$ cat config.mk
export PLATFORM = sky130hd
export DESIGN_NAME = uart_rx_param
export DESIGN_NICKNAME = d
export VERILOG_FILES = /design/src/rtl/uart_pkg.sv /design/src/rtl/uart_sync2.sv /design/src/rtl/uart_rx_param.sv
export SDC_FILE = /design/constraint.sdc
export NUM_CORES = 1
export LEC_CHECK = 0
export CAP_MARGIN = 40
export CORE_ASPECT_RATIO = 2
export CORE_MARGIN = 2
export CORE_UTILIZATION = 50
export DETAILED_ROUTE_END_ITERATION = 16
export PLACE_DENSITY = 0.77
export SYNTH_ARGS = -nofsm -noshare
export SYNTH_HDL_FRONTEND = slang
export SYNTH_SLANG_ARGS = --single-unit
$ cat constraint.sdc
create_clock -name clk -period 5.5 [get_ports clk]
set_clock_uncertainty 0.1 [all_clocks]
set_input_delay 1.375 -clock clk [delete_from_list [all_inputs] [get_ports clk]]
set_output_delay 1.375 -clock clk [all_outputs]
set_load 0.01 [all_outputs]
$ cat src/rtl/uart_pkg.sv
// uart_pkg: shared types and helpers for the parametrised UART receiver.
//   parity_mode_e : parity configuration (none / even / odd)
//   rx_state_e    : receiver FSM states
//   calc_parity   : expected parity bit for a payload (unused upper bits must be 0)
package uart_pkg;

  typedef enum logic [1:0] {
    PAR_NONE = 2'd0,
    PAR_EVEN = 2'd1,
    PAR_ODD  = 2'd2
  } parity_mode_e;

  typedef enum logic [2:0] {
    IDLE   = 3'd0,
    START  = 3'd1,
    DATA   = 3'd2,
    PARITY = 3'd3,
    STOP   = 3'd4
  } rx_state_e;

  // Payload is passed zero-extended to 9 bits so the XOR ignores unused bits.
  function automatic logic calc_parity(input logic [8:0] data, input parity_mode_e mode);
    logic p;
    p = ^data;
    return (mode == PAR_ODD) ? ~p : p;
  endfunction

endpackage

$ cat src/rtl/uart_sync2.sv
// uart_sync2: two-flop synchronizer for a single asynchronous bit.
// Ports:
//   clk  in  system clock
//   rst  in  synchronous active-high reset (both flops load RST_VAL)
//   d    in  asynchronous input
//   q    out synchronized output, 2 cycles of latency
module uart_sync2 #(
  parameter logic RST_VAL = 1'b1
) (
  input  logic clk,
  input  logic rst,
  input  logic d,
  output logic q
);

  logic r_meta;
  logic r_sync;

  always_ff @(posedge clk) begin
    if (rst) begin
      r_meta <= RST_VAL;
      r_sync <= RST_VAL;
    end else begin
      r_meta <= d;
      r_sync <= r_meta;
    end
  end

  assign q = r_sync;

endmodule

$ cat src/rtl/uart_rx_param.sv
// uart_rx_param: parametrised UART receiver (configurable data bits, parity,
// stop bits) with start-bit glitch rejection, parity/framing/overrun errors
// and a valid/ready output.
//
// Handshake: a frame is transferred on every clk edge where recv_valid and
// recv_ready are both high. recv_valid stays high, with byte_recv and the
// error flags stable, until that transfer. A frame completing while the
// previous one is still unread is dropped and overrun_err pulses once.
//
// Ports:
//   clk          in   system clock
//   rst          in   synchronous active-high reset
//   data_in      in   asynchronous serial line, idles high
//   byte_recv    out  received payload (LSB first on the wire)
//   recv_valid   out  byte_recv holds an unread frame
//   recv_ready   in   consumer accepts the frame
//   parity_err   out  parity mismatch on the frame in byte_recv
//   frame_err    out  a stop bit sampled low on the frame in byte_recv
//   overrun_err  out  one-cycle pulse when a completed frame is dropped
//
// Build option: define UART_RX_MAJORITY_EN to take every bit decision as the
// 2-of-3 majority of the samples around the sample point.
//
// FSM state is held in r_state (type rx_state_e) for observation.
module uart_rx_param
  import uart_pkg::*;
#(
  parameter int CLKS_PER_BIT = 87,
  parameter int DATA_BITS    = 8,
  parameter int PARITY_MODE  = 0,
  parameter int STOP_BITS    = 1
) (
  input  logic                 clk,
  input  logic                 rst,
  input  logic                 data_in,
  output logic [DATA_BITS-1:0] byte_recv,
  output logic                 recv_valid,
  input  logic                 recv_ready,
  output logic                 parity_err,
  output logic                 frame_err,
  output logic                 overrun_err
);

  localparam int CW = $clog2(CLKS_PER_BIT);
  localparam int BW = $clog2(DATA_BITS);
  localparam logic [CW-1:0] MID      = CW'(CLKS_PER_BIT / 2);
  localparam logic [CW-1:0] LAST     = CW'(CLKS_PER_BIT - 1);
  localparam logic [BW-1:0] BIT_LAST = BW'(DATA_BITS - 1);
  localparam logic          STOP_LAST = (STOP_BITS == 2) ? 1'b1 : 1'b0;
  localparam logic [1:0]    PMODE_BITS = PARITY_MODE[1:0];
  localparam parity_mode_e  PMODE = parity_mode_e'(PMODE_BITS);

  logic                 w_rx_s;
  rx_state_e            r_state;
  rx_state_e            w_state_nxt;
  logic [CW-1:0]        r_clk_cnt;
  logic [BW-1:0]        r_bit_idx;
  logic                 r_stop_idx;
  logic [DATA_BITS-1:0] r_shift;
  logic                 r_perr;
  logic                 r_ferr;
  logic                 r_armed;
  logic [DATA_BITS-1:0] r_byte;
  logic                 r_valid;
  logic                 r_perr_o;
  logic                 r_ferr_o;
  logic                 r_ovr;
  logic                 w_at_sp;
  logic                 w_bit_ev;
  logic                 w_bit_val;
  logic                 w_complete;
  logic                 w_ferr_fin;

  uart_sync2 #(.RST_VAL(1'b1)) u_sync (
    .clk (clk),
    .rst (rst),
    .d   (data_in),
    .q   (w_rx_s)
  );

  // Start bit is checked at its centre; every later bit is sampled one full
  // bit period after the previous decision point, landing on bit centres.
  assign w_at_sp = (r_state != IDLE) &&
                   ((r_state == START) ? (r_clk_cnt == MID) : (r_clk_cnt == LAST));

`ifdef UART_RX_MAJORITY_EN
  // Decision is deferred one cycle so the sample after the sample point is
  // available; the counter still restarts at the sample point itself.
  logic       r_pend;
  logic [1:0] r_hist;

  always_ff @(posedge clk) begin
    if (rst) begin
      r_pend <= 1'b0;
      r_hist <= 2'b11;
    end else begin
      r_pend <= w_at_sp;
      r_hist <= {r_hist[0], w_rx_s};
    end
  end

  assign w_bit_ev  = r_pend;
  assign w_bit_val = (r_hist[1] & r_hist[0]) | (r_hist[1] & w_rx_s) | (r_hist[0] & w_rx_s);
`else
  assign w_bit_ev  = w_at_sp;
  assign w_bit_val = w_rx_s;
`endif

  assign w_ferr_fin = r_ferr | ~w_bit_val;

  always_comb begin
    w_state_nxt = r_state;
    w_complete  = 1'b0;
    unique case (r_state)
      IDLE: begin
        // r_armed blocks re-triggering on a line still low after a frame error.
        if (r_armed && !w_rx_s) w_state_nxt = START;
      end
      START: begin
        if (w_bit_ev) w_state_nxt = w_bit_val ? IDLE : DATA;
      end
      DATA: begin
        if (w_bit_ev && (r_bit_idx == BIT_LAST))
          w_state_nxt = (PMODE != PAR_NONE) ? PARITY : STOP;
      end
      PARITY: begin
        if (w_bit_ev) w_state_nxt = STOP;
      end
      STOP: begin
        if (w_bit_ev && (r_stop_idx == STOP_LAST)) begin
          w_state_nxt = IDLE;
          w_complete  = 1'b1;
        end
      end
      default: w_state_nxt = IDLE;
    endcase
  end

  always_ff @(posedge clk) begin
    if (rst) begin
      r_state    <= IDLE;
      r_clk_cnt  <= '0;
      r_bit_idx  <= '0;
      r_stop_idx <= 1'b0;
      r_shift    <= '0;
      r_perr     <= 1'b0;
      r_ferr     <= 1'b0;
      r_armed    <= 1'b1;
      r_byte     <= '0;
      r_valid    <= 1'b0;
      r_perr_o   <= 1'b0;
      r_ferr_o   <= 1'b0;
      r_ovr      <= 1'b0;
    end else begin
      r_state <= w_state_nxt;
      r_ovr   <= 1'b0;

      if (r_state == IDLE || w_at_sp) r_clk_cnt <= '0;
      else                            r_clk_cnt <= r_clk_cnt + 1'b1;

      if (r_state == IDLE) begin
        r_bit_idx  <= '0;
        r_stop_idx <= 1'b0;
        r_perr     <= 1'b0;
        r_ferr     <= 1'b0;
      end else if (w_bit_ev) begin
        if (r_state == DATA) begin
          r_shift   <= {w_bit_val, r_shift[DATA_BITS-1:1]};
          r_bit_idx <= (r_bit_idx == BIT_LAST) ? '0 : r_bit_idx + 1'b1;
        end
        if (r_state == PARITY) r_perr <= (w_bit_val != calc_parity(9'(r_shift), PMODE));
        if (r_state == STOP) begin
          r_stop_idx <= ~r_stop_idx;
          r_ferr     <= w_ferr_fin;
        end
      end

      if (w_complete)                       r_armed <= 1'b0;
      else if (r_state == IDLE && w_rx_s)   r_armed <= 1'b1;

      // Completion wins over a same-cycle acceptance.
      if (w_complete) begin
        if (!r_valid || recv_ready) begin
          r_byte   <= r_shift;
          r_perr_o <= r_perr;
          r_ferr_o <= w_ferr_fin;
          r_valid  <= 1'b1;
        end else begin
          r_ovr <= 1'b1;
        end
      end else if (r_valid && recv_ready) begin
        r_valid  <= 1'b0;
        r_perr_o <= 1'b0;
        r_ferr_o <= 1'b0;
      end
    end
  end

  assign byte_recv   = r_byte;
  assign recv_valid  = r_valid;
  assign parity_err  = r_perr_o;
  assign frame_err   = r_ferr_o;
  assign overrun_err = r_ovr;

endmodule

==> metrics.txt <==
status=complete, no violations; Comb power frac=1.7%; initial antenna violation count=0; TritonCTS Buffers=5; top post-synthesis cells by count=39 x dfxtp_1, 34 x nor2_1, 20 x mux2i_1; first-pass GRT wire length=5927 microns; Post-Syn Area=1740 sq um; f_max=323.3 MHz; setup TNS=0 ns; worst-path cell chain=clkdlybuf4s50_1 -> or2_2 -> a21o_2 -> nor2_1; Max Cap Violations=0; critical path buffer and inverter count=1; Synth Flop Type=dfxtp_1; Critical Path AT=3.22 ns; Worst-Margin Slew=0.8838 ns; CTS sink cnt=39; CTS Root Cell=clkbuf_8; Tmin final=3.093 ns; number of global-route vias before repair=1,299; fin. max-slew vios=0; H-tree depth=2; slowest stage cell, crit path=clkdlybuf4s50_1; Core ar.=3378 sq um; Mapped Nets=181; Mapped Cells=174; Max stage delay on crit path=0.87 ns; clock-pin transition on the worst setup and hold timing paths=0.07 ns; final hold vios=0; CTS tree=yes; DRT Pass-1 Iters=2; Vias=1,242; clk_lat worst skew=0.29 ns; Sw Pwr=101.7 uW; max_slew headroom=40.89%; CP delay by family, top=buffers and inverters; most numerous cell in the Yosys netlist=dfxtp_1; final wirelength=3382 microns; Hold Buf Count CTS=0; fin nets=196; Lkg Pwr=0.0006999 uW; Die H=87.44 microns; number of synthesized register bits=39; fin crit share=56.24%; final setup vio count=0; RSZ-0062 raised after global routing=false; sequential share of power=53.0%; DRC=0; synthesized area per cell=10.00 sq um; sequential cell area=780.7 sq um; ys async rst share=0%; Die ar.=3998 sq um; Post-DP HPWL=2607 microns; Clock Power Share=45.3%; Via density=5.595; Multi-input gate area=897.1 sq um; critical path class=primary input to flip-flop; startpoint types=primary input; Synth area leaders=dfxtp_1 45%, mux2i_1 12%, nor2_1 7.3%; VDD IR max=0.0003006 V; PortBufs=15; Tot GR Track Use=20.35%; crit-path max FO=27; cell taking the most area after synthesis=dfxtp_1; worst hold slack=0.3132 ns; Synth top area share=44.86%; register area share after synthesis=44.86%; I/O pin cnt=16; synth unique cells=44; wire per inst=15.23 microns; Post-CTS Resized=0; # fillers=296; starting density of the core=51.52%; Sw Ratio=18.99%; Critical Path End Type=flip-flop; num rows=30; worst-case clock buffer depth=2; Antenna diodes=0; Area Growth Syn to Fin=14.74%; post-route ant nets=0; layout cells sized above 1=11.58%; die width=45.72 microns; global placer's final weighted congestion=0.8101; Synth warnings=0; power per cell area=268.3 nW/um^2; GRT overflow=0; Post-synth EDFFs=0; HP Class=flip-flop to flip-flop; internal power=434.0 uW; CP required=5.63 ns; 1st-iter DRT viols=17; Post CTS Setup Buffer Count=0; pin count of the biggest net entering global routing=28
==> power groups by stage <==
stage	Sequential, uW	Clock, uW	Combinational (uW)
floorplan	290	0	6.47
global placement	290	0	9.06
detailed placement	291	0	9.30
CTS	284	247	9.35
global route	284	263	10.3
finish	284	242	9.33
==> state kept, by name, summed over array words and instances (netlist names), 3 cells and up <==
signal,flops
r_shift,8
r_bit_idx,3
byte_recv,8
r_state,3
r_clk_cnt,7
==> cells by family (layout without fill, tap and decap cells) <==
family	Yosys count	after routing	synth area share, %
simple gates	72	72	24.16
flops	39	39	44.86
mux	20	20	11.50
compound gates	18	18	6.902
xor+xnor	12	12	6.830
buf+inv	10	26	3.594
fa+ha+maj	3	3	2.157
==> per-stage QoR <==
step	instances	instance area (sq um)	util, %	power, uW	setup slack, ns
after floorplan	174	1740	-	296.7	3.053
after global placement	214	1879	55.63	299.5	2.190
after detailed placement	214	1879	55.63	299.8	2.119
after CTS	222	1997	59.11	540.4	2.417
after global routing	222	1997	59.11	557.1	2.275
final	222	1997	59.11	535.7	2.407
==> routing by layer <==
metal  global-route usage, %  routed length, microns  up-vias
met5                       0                       0        -
met4                   10.65                     136        0
met3                   4.357                      68       13
met2                   37.39                    2000       21
met1                   19.66                    1177      584
li1                        -                       -      624
==> worst reg2reg max path: stages, from the launching register on <==
cell and delay [ns]:
dfxtp_1 0.48, or3b_4 0.45, nor4_4 0.30, and2_4 0.33
mux2i_1 0.21, nor2_1 0.06
==> cells in the final DEF, fill, tap and decap left out, drive strengths merged, types with 2 or more instances in the layout <==
cell           Yosys  final
mux2i             20     20
nand3b             4      4
nor3               4      4
or2                3      3
a21oi              8      8
clkdlybuf4s50      0     15
nor2              34     34
o21ai              2      2
xnor2              8      8
ha                 3      3
a21o               2      2
nor4               2      2
clkbuf             4      6
xor2               3      3
and3               2      2
or3b               3      3
inv                3      3
nand2b             2      2
nand2              7      7
dfxtp             39     39
nand3              4      4
==> path summary, 6_finish.rpt <==
path,start,to,slack (ns),cells after the start
max reg2reg,r_state[2],byte_recv[7],3.42,5
min,u_sync.r_meta,u_sync.q,0.31,1
max,rst,r_clk_cnt[2],2.41,4
min reg2reg,u_sync.r_meta,u_sync.q,0.31,1
==> cell type report <==
class | count | share of cell area, %
Multi-Input combinational cell | 125 | 44.92
Sequential cell | 39 | 39.10
Timing Repair Buffer | 15 | 7.519
Clock buffer | 6 | 4.135
Tap cell | 32 | 2.005
Clock inverter | 2 | 1.754
Inverter | 3 | 0.5639
(Power assumes the default switching activity.)
